==> src/rtl/li_upsampler_4x_pkg.sv <==
// Shared widths and FSM encoding for the 48 kHz -> 192 kHz linear-interpolation upsampler.
package li_upsampler_4x_pkg;

  localparam int DATA_W_DEF     = 18;
  localparam int LOG2_RATIO_DEF = 2;

  typedef enum logic [1:0] {
    ST_EMPTY = 2'd0,
    ST_ONE   = 2'd1,
    ST_RUN   = 2'd2
  } li_state_e;

endpackage

==> src/rtl/li_upsampler_4x_channel.sv <==
// One interpolation datapath: prev/curr sample registers and the registered
// output prev + floor(phase * (curr - prev) / 2^LOG2_RATIO).
module li_channel #(
  parameter int DATA_W     = 18,
  parameter int LOG2_RATIO = 2
) (
  input  logic                  clock,
  input  logic                  reset,
  input  logic                  load,
  input  logic                  update,
  input  logic [LOG2_RATIO-1:0] phase,
  input  logic [DATA_W-1:0]     sample_in,
  output logic [DATA_W-1:0]     li_out
);

  localparam int PW = DATA_W + 1 + LOG2_RATIO;

  logic [DATA_W-1:0]     prev_q, prev_d;
  logic [DATA_W-1:0]     curr_q, curr_d;
  logic [DATA_W-1:0]     out_q, out_d;
  logic signed [DATA_W:0] diff;
  logic signed [PW-1:0]  product;
  logic [DATA_W-1:0]     incr;

  always_comb begin
    prev_d = prev_q;
    curr_d = curr_q;
    if (load) begin
      prev_d = curr_q;
      curr_d = sample_in;
    end

    diff    = $signed({curr_q[DATA_W-1], curr_q}) - $signed({prev_q[DATA_W-1], prev_q});
    product = $signed({{LOG2_RATIO{diff[DATA_W]}}, diff}) *
              $signed({{(DATA_W + 1){1'b0}}, phase});
    // Arithmetic shift floors; the result always lies between prev and curr,
    // so dropping the upper bits cannot lose information.
    incr    = DATA_W'(product >>> LOG2_RATIO);

    out_d = out_q;
    if (update) out_d = prev_q + incr;
  end

  always_ff @(posedge clock or negedge reset) begin
    if (!reset) begin
      prev_q <= '0;
      curr_q <= '0;
      out_q  <= '0;
    end else begin
      prev_q <= prev_d;
      curr_q <= curr_d;
      out_q  <= out_d;
    end
  end

  assign li_out = out_q;

endmodule

==> src/rtl/li_upsampler_4x.sv <==
// Stereo 4x linear-interpolation upsampler: shared phase counter, start-up FSM
// and output strobe around two independent channel datapaths.
//
//   state    | meaning
//   ST_EMPTY | no sample loaded since reset
//   ST_ONE   | one sample loaded; prev still holds the reset value
//   ST_RUN   | prev and curr both real samples; output is valid audio
module li_upsampler_4x
  import li_upsampler_4x_pkg::*;
#(
  parameter int DATA_W     = DATA_W_DEF,
  parameter int LOG2_RATIO = LOG2_RATIO_DEF
) (
  input  logic              clock,
  input  logic              reset,
  input  logic              clken_48,
  input  logic              clken_192,
  input  logic [DATA_W-1:0] LEFT_IN,
  input  logic [DATA_W-1:0] RIGHT_IN,
  output logic [DATA_W-1:0] LI_LEFT,
  output logic [DATA_W-1:0] LI_RIGHT,
  output logic              ready_li,
  output logic              li_strobe
);

  localparam logic [LOG2_RATIO-1:0] PHASE_MAX = '1;

  logic [LOG2_RATIO-1:0] phase_q, phase_d;
  logic                  stb_q, stb_d;
  logic                  strobe_q, strobe_d;
  li_state_e             state_q;
  logic                  ready_q;

  always_comb begin
    phase_d = phase_q;
    // A load restarts the interpolation; without one the phase saturates
    // so a missing 48 kHz pulse holds the last value instead of wrapping.
    if (clken_48)
      phase_d = '0;
    else if (clken_192 && (phase_q != PHASE_MAX))
      phase_d = phase_q + 1'b1;

    stb_d    = clken_192;
    strobe_d = stb_q;
  end

  always_ff @(posedge clock or negedge reset) begin
    if (!reset) begin
      phase_q  <= '0;
      stb_q    <= 1'b0;
      strobe_q <= 1'b0;
    end else begin
      phase_q  <= phase_d;
      stb_q    <= stb_d;
      strobe_q <= strobe_d;
    end
  end

  always_ff @(posedge clock or negedge reset) begin
    if (!reset) begin
      state_q <= ST_EMPTY;
      ready_q <= 1'b0;
    end else begin
      if (clken_48) begin
        case (state_q)
          ST_EMPTY: state_q <= ST_ONE;
          ST_ONE:   state_q <= ST_RUN;
          default:  state_q <= ST_RUN;
        endcase
      end
      if (stb_q && (state_q == ST_RUN)) ready_q <= 1'b1;
    end
  end

  li_channel #(.DATA_W(DATA_W), .LOG2_RATIO(LOG2_RATIO)) u_left (
    .clock     (clock),
    .reset     (reset),
    .load      (clken_48),
    .update    (stb_q),
    .phase     (phase_q),
    .sample_in (LEFT_IN),
    .li_out    (LI_LEFT)
  );

  li_channel #(.DATA_W(DATA_W), .LOG2_RATIO(LOG2_RATIO)) u_right (
    .clock     (clock),
    .reset     (reset),
    .load      (clken_48),
    .update    (stb_q),
    .phase     (phase_q),
    .sample_in (RIGHT_IN),
    .li_out    (LI_RIGHT)
  );

  assign ready_li  = ready_q;
  assign li_strobe = strobe_q;

endmodule

==> config.mk <==
export PLATFORM = sky130hd
export DESIGN_NAME = li_upsampler_4x
export DESIGN_NICKNAME = d
export VERILOG_FILES = /design/src/rtl/li_upsampler_4x_pkg.sv /design/src/rtl/li_upsampler_4x_channel.sv /design/src/rtl/li_upsampler_4x.sv
export SDC_FILE = /design/constraint.sdc
export NUM_CORES = 1
export LEC_CHECK = 0
export ABC_AREA = 1
export CORE_ASPECT_RATIO = 1.2
export CORE_MARGIN = 2
export CORE_UTILIZATION = 62
export CTS_BUF_LIST = sky130_fd_sc_hd__clkbuf_2 sky130_fd_sc_hd__clkbuf_4 sky130_fd_sc_hd__clkbuf_8
export DETAILED_ROUTE_END_ITERATION = 8
export GPL_TIMING_DRIVEN = 0
export PLACE_DENSITY = 0.91
export SLEW_MARGIN = 20
export SYNTH_ARGS = -nofsm -noshare
export SYNTH_HDL_FRONTEND = slang
export SYNTH_HIERARCHICAL = 1
export SYNTH_SLANG_ARGS = --single-unit
==> constraint.sdc <==
create_clock -name clock -period 6.4 [get_ports clock]
set_input_delay 0.64 -clock clock [delete_from_list [all_inputs] [get_ports clock]]
set_output_delay 0.64 -clock clock [all_outputs]
set_load 0.03 [all_outputs]
# [Yosys cells after proc, flatten, opt, wreduce, memory -nomap -nowiden]
# Cells that the tools add are included.
[word_totals] regBits=115 latch_bits=0 ramBits=0 mem_bits_ro=0 output_inout_bits=38 memories=0
[classes] add_sub_neg=5 mul=2 div_mod_pow=0 magnitude_cmp=0 eq_ne=2 shift=0 n_mux=3 bitwise=0 n_reduce_logical=4
[op_table] op="$mul 19x3->20" n=2
[op_table] op="$sub 18x18->19" n=2
[op_table] op="$add 18x18->18" n=2
[op_table] op="$mux 2" n=3
[op_table] op="$add 2x1->2 const B" n=1
[op_table] op="$eq 2x2->1 const B" n=1
[op_table] op="$logic_and 1x1->1" n=2
[op_table] op="$logic_not 2->1" n=1
[op_table] op="$ne 2x2->1 const B" n=1
[op_table] op="$reduce_bool 2->1" n=1

# [Depth between registers and ports, before layout]
# Gate-level depths: netlist of the first run.
[depth] depth_word=4 depth_mapped=36 ltp_nobuf=36

# [Hierarchy]
# Netlist of the first run, hierarchy kept.
[modules_own_cells] module="li_channel at u_right" n_inst=1 cells_per_inst=655 area_per_inst_um2=4968.5 seq_area_each_um2=1351.3
[modules_own_cells] module="li_channel at u_left" n_inst=1 cells_per_inst=634 area_per_inst_um2=4937.2 seq_area_each_um2=1351.3
[modules_own_cells] module="li_upsampler_4x" n_inst=1 cells_per_inst=25 area_per_inst_um2=269.0 seq_area_each_um2=175.2

# [Least setup slack after synthesis of the first run]
# OpenSTA, ideal clock, no wires.
[synth_path] kind="register -> register" start="register u_right.curr_q[0]" end="register u_right.out_q[17], in the netlist u_right/li_out[17]" setup_time_ns=0.065 t_arrival_ns=4.498 slack_ns=1.837 path_stages_with_launch=33 path_buffers=0 synth_period_minus_slack_ns=4.563 cell_sequence="dfrtp_1 > inv_1 > ha_1 > inv_1 > fa_1 > xnor2_1 > nor2_1 > ha_1 > ha_1 > fa_1 > nand3_1 > nand3_1 > nand2_1 > nand3b_1 > nand2_1 > inv_2 > nand2_1 > nand2_2 > a21oi_2 > o21ai_2 > nand2_1 > nand2_1 > nand2_1 > nand2_1 > ha_1 > inv_1 > nor3_1 > nand2_1 > o311ai_4 > inv_1 > nand3_1 > nand3_1 > nand2_1"
[synth_via] elab_chain_cells=3
[synth_rtl] item="start, declared" line="li_upsampler_4x_channel.sv:19" source="logic [DATA_W-1:0] curr_q, curr_d;"
[synth_rtl] item="start signal, assigned" line="li_upsampler_4x_channel.sv:51" source="curr_q <= curr_d;"
[synth_rtl] item="$sub 18x18->19" line="li_upsampler_4x_channel.sv:33" source="diff = $signed({curr_q[DATA_W-1], curr_q}) - $signed({prev_q[DATA_W-1], prev_q});"
[synth_rtl] item="$mul 19x3->20" line="li_upsampler_4x_channel.sv:34" source="product = $signed({{LOG2_RATIO{diff[DATA_W]}}, diff}) *"
[synth_rtl] item="$add 18x18->18" line="li_upsampler_4x_channel.sv:41" source="if (update) out_d = prev_q + incr;"
[synth_rtl] item="end signal, assigned" line="li_upsampler_4x_channel.sv:52" source="out_q <= out_d;"
[synth_rtl] item="end, declared" line="li_upsampler_4x_channel.sv:20" source="logic [DATA_W-1:0] out_q, out_d;"
# Every way passes these cells.
# A chain may end at the register's enable or synchronous reset.

# [Final worst setup path of the first run]
[layout_path] start="register u_right.prev_q[0]" end="register u_right.out_q[17], in the netlist u_right/li_out[17]"
[layout_via] elab_chain_cells=3
[layout_rtl] item="start, declared" line="li_upsampler_4x_channel.sv:18" source="logic [DATA_W-1:0] prev_q, prev_d;"
[layout_rtl] item="start signal, assigned" line="li_upsampler_4x_channel.sv:50" source="prev_q <= prev_d;"
[layout_rtl] item="$sub 18x18->19" line="li_upsampler_4x_channel.sv:33"
[layout_rtl] item="$mul 19x3->20" line="li_upsampler_4x_channel.sv:34"
[layout_rtl] item="$add 18x18->18 (*)" line="li_upsampler_4x_channel.sv:41"
# Every way passes the cells marked *; elsewhere a longest branch is shown, timed or not.

==> results.py, run 1 <==
metrics = {
    "worst_setup_path": {
        "cp_max_fo": 5,
        "crit_path_end_kind": "register",
        "path_class": "register to register",
        "crit_required_ns": 6.80,
        "r2r_setup_slack_ns": 0.98,
        "crit_slowest_cell": "fa_1",
        "cp_slowest_stage_delay_ns": 0.49,
        "crit_arrival_ns": 5.81,
        "cp_common_cell": "nand2_1",
        "crit_path_start_kind": "register",
    },
    "pwr": {
        "clkPwrFrac_pct": 17.5,
        "pwr-share-seq_pct": 28.3,
        "total_power_mw": 3.52,
        "total_leakage_power_nw": 6.07,
        "powerDensity_nw_per_um2": 304,
        "power_frac_comb_pct": 54.2,
        "switching_share_pct": 45.2,
        "p_switching_mw": 1.59,
        "p_int_mw": 1.93,
        "ir_drop_mv": 0.142,
    },
    "clock_tree": {
        "clk_latency_ns": 0.46,
        "numCtsBuffers": 17,
        "tritoncts": "yes",
        "htreeDepth": 4,
        "cts-root-buf": "clkbuf_8",
        "cts-resized-gates": 0,
        "cts_buffer_depth": 2,
        "clk_pin_slew_worst_paths_ns": 0.07,
        "postCtsSetupBuffers": 0,
        "clock_sinks": 115,
        "postCtsHoldBufs": 0,
    },
    "timing": {
        "fin_crit_ns": 5.42,
        "report.final.slew_viol_count": 0,
        "setup_viol": 0,
        "slew_headroom_pct": 61.4,
        "worstMarginPinSlew_ns": 0.579,
        "rsz0062_at_grt": "false",
        "fin_tns_setup_ns": 0,
        "period_share_pct": 84.6,
        "timing.fmax_mhz": 185,
        "fin_worst_skew_ns": 0.0123,
        "finalHoldViolCount": 0,
    },
    "global_route": {
        "grt_pass1_wl_mm": 40.6,
        "grt-ovfl-total": 0,
        "grt_pass1_vias": 9197,
        "antenna_found_initial": 0,
        "grt_max_degree": 81,
        "grt_usage_pct": 29.3,
    },
    "drt": {
        "ant_nets": 0,
        "vias": 9344,
        "routedWlPerCell_um": 15.1,
        "via_per_inst": 5.71,
        "routed_wl_mm": 24.6,
        "drcViolationCount": 0,
        "drt_iter0_drc": 497,
        "dr.pass1.iters": 6,
    },
    "yosys": {
        "yosysWarnings": 6,
        "synth_cell_type_count": 50,
        "synth_area_um2": 10200,
        "synth.ff_latch_count": 115,
        "synth_top_area_cell": "dfrtp_1",
        "syn_avg_cell_area_um2": 7.74,
        "synth_top_area_share_pct": 28.3,
        "synth_nets": 1499,
        "ys_seq_area_share_pct": 28.3,
        "synth.area.top_cells": "dfrtp_1 28%, ha_1 17%, nand2_1 11%",
        "syn_inst": 1314,
    },
    "outcome": {
        "status": "finished, final reports clean",
    },
    "final_layout": {
        "drive_above_1_share_pct": 9.97,
        "antenna_cells": 0,
        "nets": 1596,
        "area_delta_synth_final_pct": 13.9,
    },
    "placed_design": {
        "gp_congestion": 0.904,
        "place_hpwl_mm": 20.0,
        "port_buffers": 77,
    },
    "floorplanning": {
        "die_area_um2": 17500,
        "die_w_um": 121,
        "design.core.area_um2": 16100,
        "initial_utilization_pct": 63.0,
        "num_rows": 51,
        "die_h_um": 144,
        "ios": 78,
    },
    "worst_hold_path": {
        "hold_path_class": "input port to asynchronous set/reset pin",
    },
    "job": {
        "drv_cap": 0,
    },
}
[kinds of logic (layout without fill, tap and decap cells)]
| family | Yosys count | in the layout | synth area share, % |
|---|---|---|---|
| fa+ha+maj | 145 | 145 | 18.3 |
| mux | 34 | 34 | 3.76 |
| simple gates | 542 | 542 | 22.9 |
| buf+inv | 154 | 264 | 5.98 |
| flops | 115 | 115 | 28.3 |
| compound gates | 246 | 246 | 14.1 |
| xor+xnor | 78 | 78 | 6.71 |
[routing by layer]
metal,routed length (um),global-route usage [%],vias to the layer above
li1,-,-,4593
met1,9440,30.6,4357
met2,12600,53.3,301
met3,989,4.69,93
met4,1620,20.3,0
met5,0,0,-
[power by group through the flow]
| stage | Sequential, mW | Combinational, mW | Clock [mW] |
|---|---|---|---|
| final | 0.996 | 1.91 | 0.617 |
| after global routing | 1.01 | 2.11 | 0.663 |
| after CTS | 0.994 | 1.90 | 0.633 |
| after detailed placement | 1.01 | 1.89 | 0 |
| after global placement | 1.00 | 1.83 | 0 |
| after floorplan | 1.17 | 1.15 | 0 |
[per-stage QoR]
stage | area [um^2] | utilization, % | instances | worst slack [ns] | hold slack, ns
2_1_floorplan | 10200 | - | 1314 | 1.84 | 0.344
3_3_place_gp | 11200 | 69.4 | 1603 | 0.283 | 0.444
3_5_place_dp | 11200 | 69.6 | 1604 | 1.07 | 0.458
4_1_cts | 11600 | 71.8 | 1636 | 1.03 | 0.0556
5_1_grt | 11600 | 71.8 | 1636 | 0.626 | 0.0657
6_report | 11600 | 71.8 | 1636 | 0.984 | 0.0716
[layout make-up]
class | instances | area (um^2)
multi-input cells | 1045 | 6690
fillers | 1247 | 4550
flip-flops and latches | 115 | 2880
repair buffers | 78 | 800
inverters | 132 | 495
clock buffers | 23 | 298
well taps | 212 | 265
plain buffers | 22 | 113
clock inverters | 9 | 56.3
[sequential cells by signal, indices dropped and copies added, names as in the netlist]
signal / count
u_left/curr_q: 18
u_left/li_out: 18
u_right/prev_q: 18
stb_q: 1
u_right/curr_q: 18
u_left/prev_q: 18
phase_q: 2
state_q: 2
u_right/li_out: 18
ready_li: 1
li_strobe: 1
[path summary, 6_finish.rpt]
check	startpoint	end	cells past startpoint
worst max-delay path	u_right/prev_q[0]	u_right/li_out[17]	31
worst min-delay path	reset	u_right/li_out[17]	1
worst max register to register	u_right/prev_q[0]	u_right/li_out[17]	31
worst min register to register	u_right/li_out[1]	u_right/li_out[1]	2
max in group asynchronous	reset	u_right/prev_q[2]	2
min in group clock	u_right/li_out[1]	u_right/li_out[1]	2
[cell usage after synthesis (all sizes together)]
cell type  instances
a211oi             1
a21boi             3
a21o              12
a21oi            107
a221oi             1
a31o               1
a31oi             11
and2               2
buf                3
clkbuf            19
clkinv             2
dfrtp            115
fa                 6
ha               139
inv              130
mux2              34
nand2            313
nand3             69
nand3b             1
nand4             10
nor2             129
nor3              11
nor3b              1
nor4               1
o2111ai            1
o211ai             2
o21a               3
o21ai             92
o21bai             3
o311ai             2
o31ai              7
or2                5
xnor2             31
xor2              47
[cells in the final DEF (no fill, tap or decap), drive strengths merged, types with 2 or more instances in the layout]
cell type / n
a31oi: 11
xor2: 47
and2: 2
nand2: 313
nand4: 10
o311ai: 2
o21bai: 3
nor3: 11
o211ai: 2
fa: 6
clkbuf: 42
a21o: 12
or2: 5
clkinv: 8
a21boi: 3
clkdlybuf4s50: 76
dfrtp: 115
clkinvlp: 3
o21ai: 92
o21a: 3
a21oi: 107
mux2: 34
ha: 139
inv: 130
xnor2: 31
buf: 5
nand3: 69
o31ai: 7
nor2: 129
[critical path, delay by kind of cell (launching register included)]
family	cells	cell delay (ns)
fa+ha+maj	6	2.02
flops	1	0.45
simple gates	17	1.73
buf+inv	4	0.31
compound gates	3	0.55
xor+xnor	1	0.29
No activity file was read; power rests on OpenSTA's default activity.
==> run 2: changes to the inputs <==
==> constraint.sdc (replaced) <==
create_clock -name clock -period 5.2 [get_ports clock]
set_input_delay 0.52 -clock clock [delete_from_list [all_inputs] [get_ports clock]]
set_output_delay 0.52 -clock clock [all_outputs]
set_load 0.03 [all_outputs]
==> run 2 against run 1 <==
Against the previous run:
- the flow now finishes with violations (negative setup slack)
- non-clock buffer count up 24
- via count grew 5.0%
- highest routed layer unchanged
- power rose by 31%
- clock power rose by 24%
- global-route usage about the same
- sequential power is 23% higher
- worst hold slack gained 0.40 ns
- critical path type unchanged
- routed wire length rose by 13%
- first-iteration DRC count is 32% higher
- combinational power rose by 37%
==> results.py, run 2 (same netlist as run 1, synthesis figures left out) <==
metrics = {
    "placed_design": {
        "place_area_um2": 11200,
        "gp_congestion": 0.904,
        "place_ws_ns": -0.126,
        "port_buffers": 77,
        "dpl.cell_count": 1604,
        "place_hpwl_mm": 20.0,
    },
    "timing": {
        "report.final.slew_viol_count": 0,
        "finalHoldViolCount": 0,
        "worstMarginPinSlew_ns": 0.610,
        "slew_headroom_pct": 59.3,
        "fin_crit_ns": 5.26,
        "timing.fmax_mhz": 190,
        "fin_worst_skew_ns": 0.0132,
        "setup_viol": 1,
        "setup_slack_ns": -0.0563,
        "fin_tns_setup_ns": -0.0563,
        "period_share_pct": 101,
    },
    "worst_hold_path": {
        "hp-start": "u_right/li_out[1]",
        "hold_path_class": "register to register",
    },
    "global_route": {
        "met3_usage_pct": 4.77,
        "grt_pass1_wl_mm": 40.6,
        "grt-ovfl-total": 0,
        "antenna_found_initial": 0,
        "grt_max_degree": 81,
        "use_met2_pct": 53.1,
        "grt_pass1_vias": 9232,
        "grt_usage_pct": 29.3,
        "use_met1_pct": 30.5,
        "top_usage_layer": "met2",
    },
    "final_layout": {
        "stdcell_count": 1660,
        "seq_area_um2": 2880,
        "mostFrequentLayoutCell": "nand2_1",
        "nets": 1620,
        "layout_common_cells": "286 x nand2_1, 116 x inv_1, 116 x nor2_1",
        "area_delta_synth_final_pct": 20.5,
        "multi_input_area_um2": 7160,
        "fillers": 1074,
        "drive_above_1_share_pct": 17.1,
        "fin_area_um2": 12300,
        "antenna_cells": 0,
    },
    "worst_setup_path": {
        "crit_arrival_ns": 5.65,
        "cp_slowest_stage_delay_ns": 0.41,
        "worstReg2RegStart": "u_left/prev_q[4]",
        "cp_common_cell": "nand2_1",
        "path_class": "register to register",
        "crit_start": "u_left/prev_q[4]",
        "cp_max_fo": 5,
        "crit_path_end_kind": "register",
        "crit_path_start_kind": "register",
        "crit_slowest_cell": "dfrtp_1",
        "crit_required_ns": 5.60,
    },
    "drt": {
        "ant_nets": 0,
        "dr.pass1.iters": 6,
        "vias": 9812,
        "via_per_inst": 5.91,
        "drt_iter0_drc": 657,
        "routedWlPerCell_um": 16.7,
        "drcViolationCount": 0,
        "routed_wl_mm": 27.7,
    },
    "job": {
        "drv_cap": 0,
    },
    "floorplanning": {
        "ios": 78,
        "die_area_um2": 17500,
        "initial_utilization_pct": 63.0,
        "die_w_um": 121,
        "design.core.area_um2": 16100,
        "num_rows": 51,
        "die_h_um": 144,
    },
    "pwr": {
        "powerDensity_nw_per_um2": 376,
        "ir_drop_mv": 0.188,
        "total_leakage_power_nw": 6.22,
    },
    "clock_tree": {
        "clock_sinks": 115,
        "tritoncts": "yes",
        "cts_buffer_depth": 2,
        "htreeDepth": 4,
        "clk_latency_ns": 0.46,
        "cts-root-buf": "clkbuf_8",
        "numCtsBuffers": 17,
        "clk_pin_slew_worst_paths_ns": 0.07,
    },
    "outcome": {
        "status": "finished, violations left",
        "violations": "negative setup slack",
    },
}
==> run 2: critical path: cells and delay by family (launching register included) <==
kind                     cells  cell delay, ns
AO/OA/AOI/OAI                6            1.15
buffers and inverters        2            0.21
AND/OR/NAND/NOR             15            1.51
adder cells (fa/ha/maj)      4            1.40
flip-flops                   1            0.41
XOR/XNOR                     2            0.50
==> run 2: layer usage <==
layer | vias up | share of wire (%)
met1 | 4617 | 37
met2 | 416 | 51
met4 | 0 | 6.9
met3 | 142 | 5.5
met5 | - | 0
li1 | 4637 | -
==> run 2: stage by stage <==
step | utilization (%) | hold WS, ns | power, mW
detailed placement | 69.6 | 0.435 | 3.56
CTS | 72.1 | 0.474 | 4.36
global placement | 69.4 | 0.444 | 3.49
floorplan | - | 0.224 | 2.86
finish | 75.9 | 0.471 | 4.60
global route | 75.9 | 0.493 | 4.89
==> run 2: timing repair <==
| item | CTS | global route |
|---|---|---|
| gates cloned | 0 | 0 |
| pin swaps | 1 | 45 |
| setup buffers | 1 | 22 |
| gates resized for setup | 5 | 99 |
| hold endpoints to repair | 35 | 0 |
| hold buffers | 1 | 0 |
| setup endpoints to repair | 1 | 9 |
==> run 2: report_power, final <==
part / internal (mW) / total [mW] / switching [mW]
Combinational: 1.04 / 2.61 / 1.57
Sequential: 1.08 / 1.23 / 0.149
Clock: 0.378 / 0.762 / 0.383
Total: 2.50 / 4.60 / 2.10
==> run 2: worst paths after layout <==
kind | endpoint | slack, ns | cells after the start
worst min register to register | u_right/li_out[1] | 0.47 | 2
worst min-delay path | u_right/li_out[1] | 0.47 | 2
max in group asynchronous | u_right/prev_q[0] | 3.92 | 3
worst max-delay path | u_left/li_out[17] | -0.06 | 29
worst max register to register | u_left/li_out[17] | -0.06 | 29
min in group asynchronous | u_right/li_out[17] | 0.52 | 2
==> run 2: area by class of cell <==
type                    instances  area share [%]
clock buffers                  23            2.43
well taps                     212            2.16
plain buffers                  22           0.919
clock inverters                 9           0.459
repair buffers                102            8.01
multi-input cells            1045            58.4
flip-flops and latches        115            23.5
inverters                     132            4.08
==> run 3: changes to the inputs <==
--- a/config.mk
+++ b/config.mk
@@ -16,5 +16,4 @@
 export SLEW_MARGIN = 20
 export SYNTH_ARGS = -nofsm -noshare
 export SYNTH_HDL_FRONTEND = slang
-export SYNTH_HIERARCHICAL = 1
 export SYNTH_SLANG_ARGS = --single-unit
==> run 3 against run 2 <==
Against the previous run:
- the flow now finishes without violations
- flip-flop and latch count is the same
- clock skew grew 0.0012 ns
- area after synthesis shrank 0.97%
- register-to-register slack better by 0.29 ns
- non-clock buffer count grew 2
- setup slack gained 0.29 ns
- critical path type unchanged
- global-route usage rose by 0.20 points
- final cell count up 2.9%
==> results.py, run 3 <==
metrics = {
    "clock_tree": {
        "clock_sinks": 115,
        "htreeDepth": 4,
        "cts-root-buf": "clkbuf_8",
        "numCtsBuffers": 17,
        "clk_latency_ns": 0.45,
        "cts_buffer_depth": 2,
        "tritoncts": "yes",
        "clk_pin_slew_worst_paths_ns": 0.08,
    },
    "floorplanning": {
        "die_area_um2": 17300,
        "ios": 78,
        "design.core.area_um2": 16100,
        "num_rows": 51,
        "die_h_um": 144,
        "die_w_um": 120,
        "initial_utilization_pct": 62.7,
    },
    "yosys": {
        "synth_xor_area_share_pct": 7.30,
        "synth_flop_cell": "dfrtp_1",
        "muxShareOfSynthArea_pct": 0,
        "synth_cell_type_count": 47,
        "synth_nets": 1555,
        "synth.area.top_cells": "dfrtp_1 29%, ha_1 17%, nand2_1 14%",
        "synth_top_family_by_area": "simple AND/OR/NAND/NOR gates",
        "syn_avg_cell_area_um2": 7.35,
        "synth_commonest_cells": "373 x nand2_1, 139 x ha_1, 123 x inv_1",
        "ys_seq_area_share_pct": 28.6,
        "yosysWarnings": 0,
        "yosys.area_share.simple_pct": 24.2,
        "synth_edf_count": 0,
        "synth.ff_latch_count": 115,
        "synth_fa_ha_area_share_pct": 18.5,
        "synth_top_area_share_pct": 28.6,
        "synth_compound_area_share_pct": 15.6,
        "syn_inst": 1370,
        "synth_async_sr_flop_share_pct": 100,
        "synth_most_common_cell": "nand2_1",
        "synth_area_um2": 10100,
        "synth_top_area_cell": "dfrtp_1",
    },
    "worst_setup_path": {
        "crit_required_ns": 5.53,
        "worstReg2RegStart": "u_right.prev_q[3]",
        "path_class": "register to register",
        "crit_path_start_kind": "register",
        "crit_path_end_kind": "register",
        "cp_max_fo": 5,
        "r2r_cells": 27,
        "crit_arrival_ns": 5.30,
        "r2r_setup_slack_ns": 0.24,
        "reg2reg_to": "u_right.li_out[17]",
    },
    "timing": {
        "setup_viol": 0,
        "fin_worst_skew_ns": 0.0144,
        "fin_tns_setup_ns": 0,
        "period_share_pct": 95.5,
        "report.final.slew_viol_count": 0,
        "finalHoldViolCount": 0,
        "rsz0062_at_grt": "true",
        "fin_crit_ns": 4.96,
        "worstMarginPinSlew_ns": 0.621,
        "slew_headroom_pct": 58.6,
        "setup_slack_ns": 0.235,
        "timing.fmax_mhz": 201,
    },
    "worst_hold_path": {
        "hp-start": "stb_q",
        "hold_path_class": "register to register",
        "min_to": "li_strobe",
        "min_path_cells": 0,
    },
    "drt": {
        "routedWlPerCell_um": 15.1,
        "ant_nets": 0,
        "vias": 9613,
        "dr.pass1.iters": 8,
        "drcViolationCount": 0,
        "via_per_inst": 5.63,
        "routed_wl_mm": 25.8,
        "drt_iter0_drc": 761,
    },
    "final_layout": {
        "layout_common_cells": "372 x nand2_1, 124 x ha_1, 120 x inv_1",
        "area_delta_synth_final_pct": 19.1,
        "stdcell_count": 1708,
        "nets": 1669,
        "antenna_cells": 0,
        "drive_above_1_share_pct": 9.96,
        "mostFrequentLayoutCell": "nand2_1",
        "fin_area_um2": 12000,
    },
    "global_route": {
        "antenna_found_initial": 0,
        "grt_pass1_wl_mm": 40.9,
        "grt_pass1_vias": 8978,
        "grt-ovfl-total": 0,
        "grt_usage_pct": 29.5,
        "grt_max_degree": 68,
    },
    "pwr": {
        "total_leakage_power_nw": 6.11,
        "ir_drop_mv": 0.160,
        "powerDensity_nw_per_um2": 352,
        "total_power_mw": 4.22,
    },
    "placed_design": {
        "place_area_um2": 11100,
        "dpl.cell_count": 1659,
        "gp_congestion": 0.942,
        "port_buffers": 76,
        "place_ws_ns": -0.0885,
        "place_hpwl_mm": 19.7,
    },
    "job": {
        "drv_cap": 0,
    },
    "outcome": {
        "status": "finished, final reports clean",
    },
}
-- run 3: changes by cell type after synthesis, moves of 4 or more --
cell / change
clkbuf_1: +11
mux2_2: -34
o21ai_0: +29
nand2_1: +80
xor2_1: +4
nor3_1: +5
inv_2: -9
a21oi_1: +4
o21ai_1: -6
nand2_2: -11
nand3_1: -9
nor2_1: -6
-- run 3: cells by family after synthesis --
| logic type | count (synthesis) |
|---|---|
| AOI/OAI and AO/OA | 276 |
| xor gates and xnor gates | 84 |
| adders and majority gates | 145 |
| buffers and inverters | 156 |
| DFF | 115 |
| and+or+nand+nor | 594 |
-- run 3: worst max path at each step --
| stage | cells past startpoint | from | to |
|---|---|---|---|
| final | 27 | u_right.prev_q[3] | u_right.li_out[17] |
| after global routing | 26 | u_right.prev_q[5] | u_right.li_out[17] |
| after floorplan | 25 | u_right.curr_q[6] | u_right.li_out[17] |
| after CTS | 26 | u_right.prev_q[6] | u_right.li_out[17] |
| after global placement | 1 | reset | u_right.li_out[16] |
| after detailed placement | 26 | u_right.prev_q[6] | u_right.li_out[17] |
-- run 3: cell type report --
cell class | instances | area [um^2]
clock inverter | 12 | 159
inverter | 125 | 469
fill | 1265 | 4080
timing repair buffer | 95 | 927
sequential | 115 | 2880
multi-input combinational | 1099 | 6920
clock buffer | 19 | 255
tap | 212 | 265
buffer | 31 | 126
-- run 3: worst max-delay path: stages (launching register included) --
cell      delay (ns)
dfrtp_1         0.42
inv_1           0.09
ha_2            0.30
nand2_1         0.17
o21ai_2         0.09
a21o_1          0.19
nand3_1         0.09
nand2_1         0.08
xnor2_1         0.28
nor2_1          0.08
ha_1            0.33
ha_1            0.37
a21oi_2         0.19
o21ai_2         0.07
a21oi_2         0.15
o21ai_2         0.10
a21boi_2        0.19
o21ai_2         0.07
xor2_1          0.18
inv_1           0.09
ha_4            0.30
nand2_2         0.08
nor3_4          0.25
nand2_1         0.10
o311ai_2        0.30
nand3_1         0.11
nand3_1         0.11
nand2_1         0.05
-- run 3: power breakdown --
part | internal (mW) | total, mW | switching [mW]
Clock | 0.489 | 0.888 | 0.399
Combinational | 0.852 | 2.15 | 1.30
Sequential | 1.06 | 1.19 | 0.123
-- run 3: per-layer routing --
layer | wire [um] | up-vias | part of all wire [%] | GRT usage, %
met5 | 0 | - | 0 | 0
met4 | 597 | 0 | 2.3 | 9.91
met3 | 1590 | 44 | 6.2 | 3.85
met2 | 12100 | 324 | 47 | 47.7
met1 | 11500 | 4474 | 45 | 40.9
li1 | - | 4771 | - | -
-- run 3: what timing repair did --
item | 4_1_cts | 5_1_grt
endpoints found under the setup margin | 2 | 12
setup buffers | 0 | 17
hold buffers | 1 | 0
pin swaps | 0 | 23
gates cloned | 0 | 0
hold endpoints to repair | 2 | 0
gates resized for setup | 3 | 76
-- run 3: stage by stage --
step                hold slack, ns  utilization, %
finish                       0.383            74.6
floorplan                    0.224               -
CTS                          0.386            71.9
global route                 0.401            74.6
global placement             0.357            69.0
detailed placement           0.364            69.2
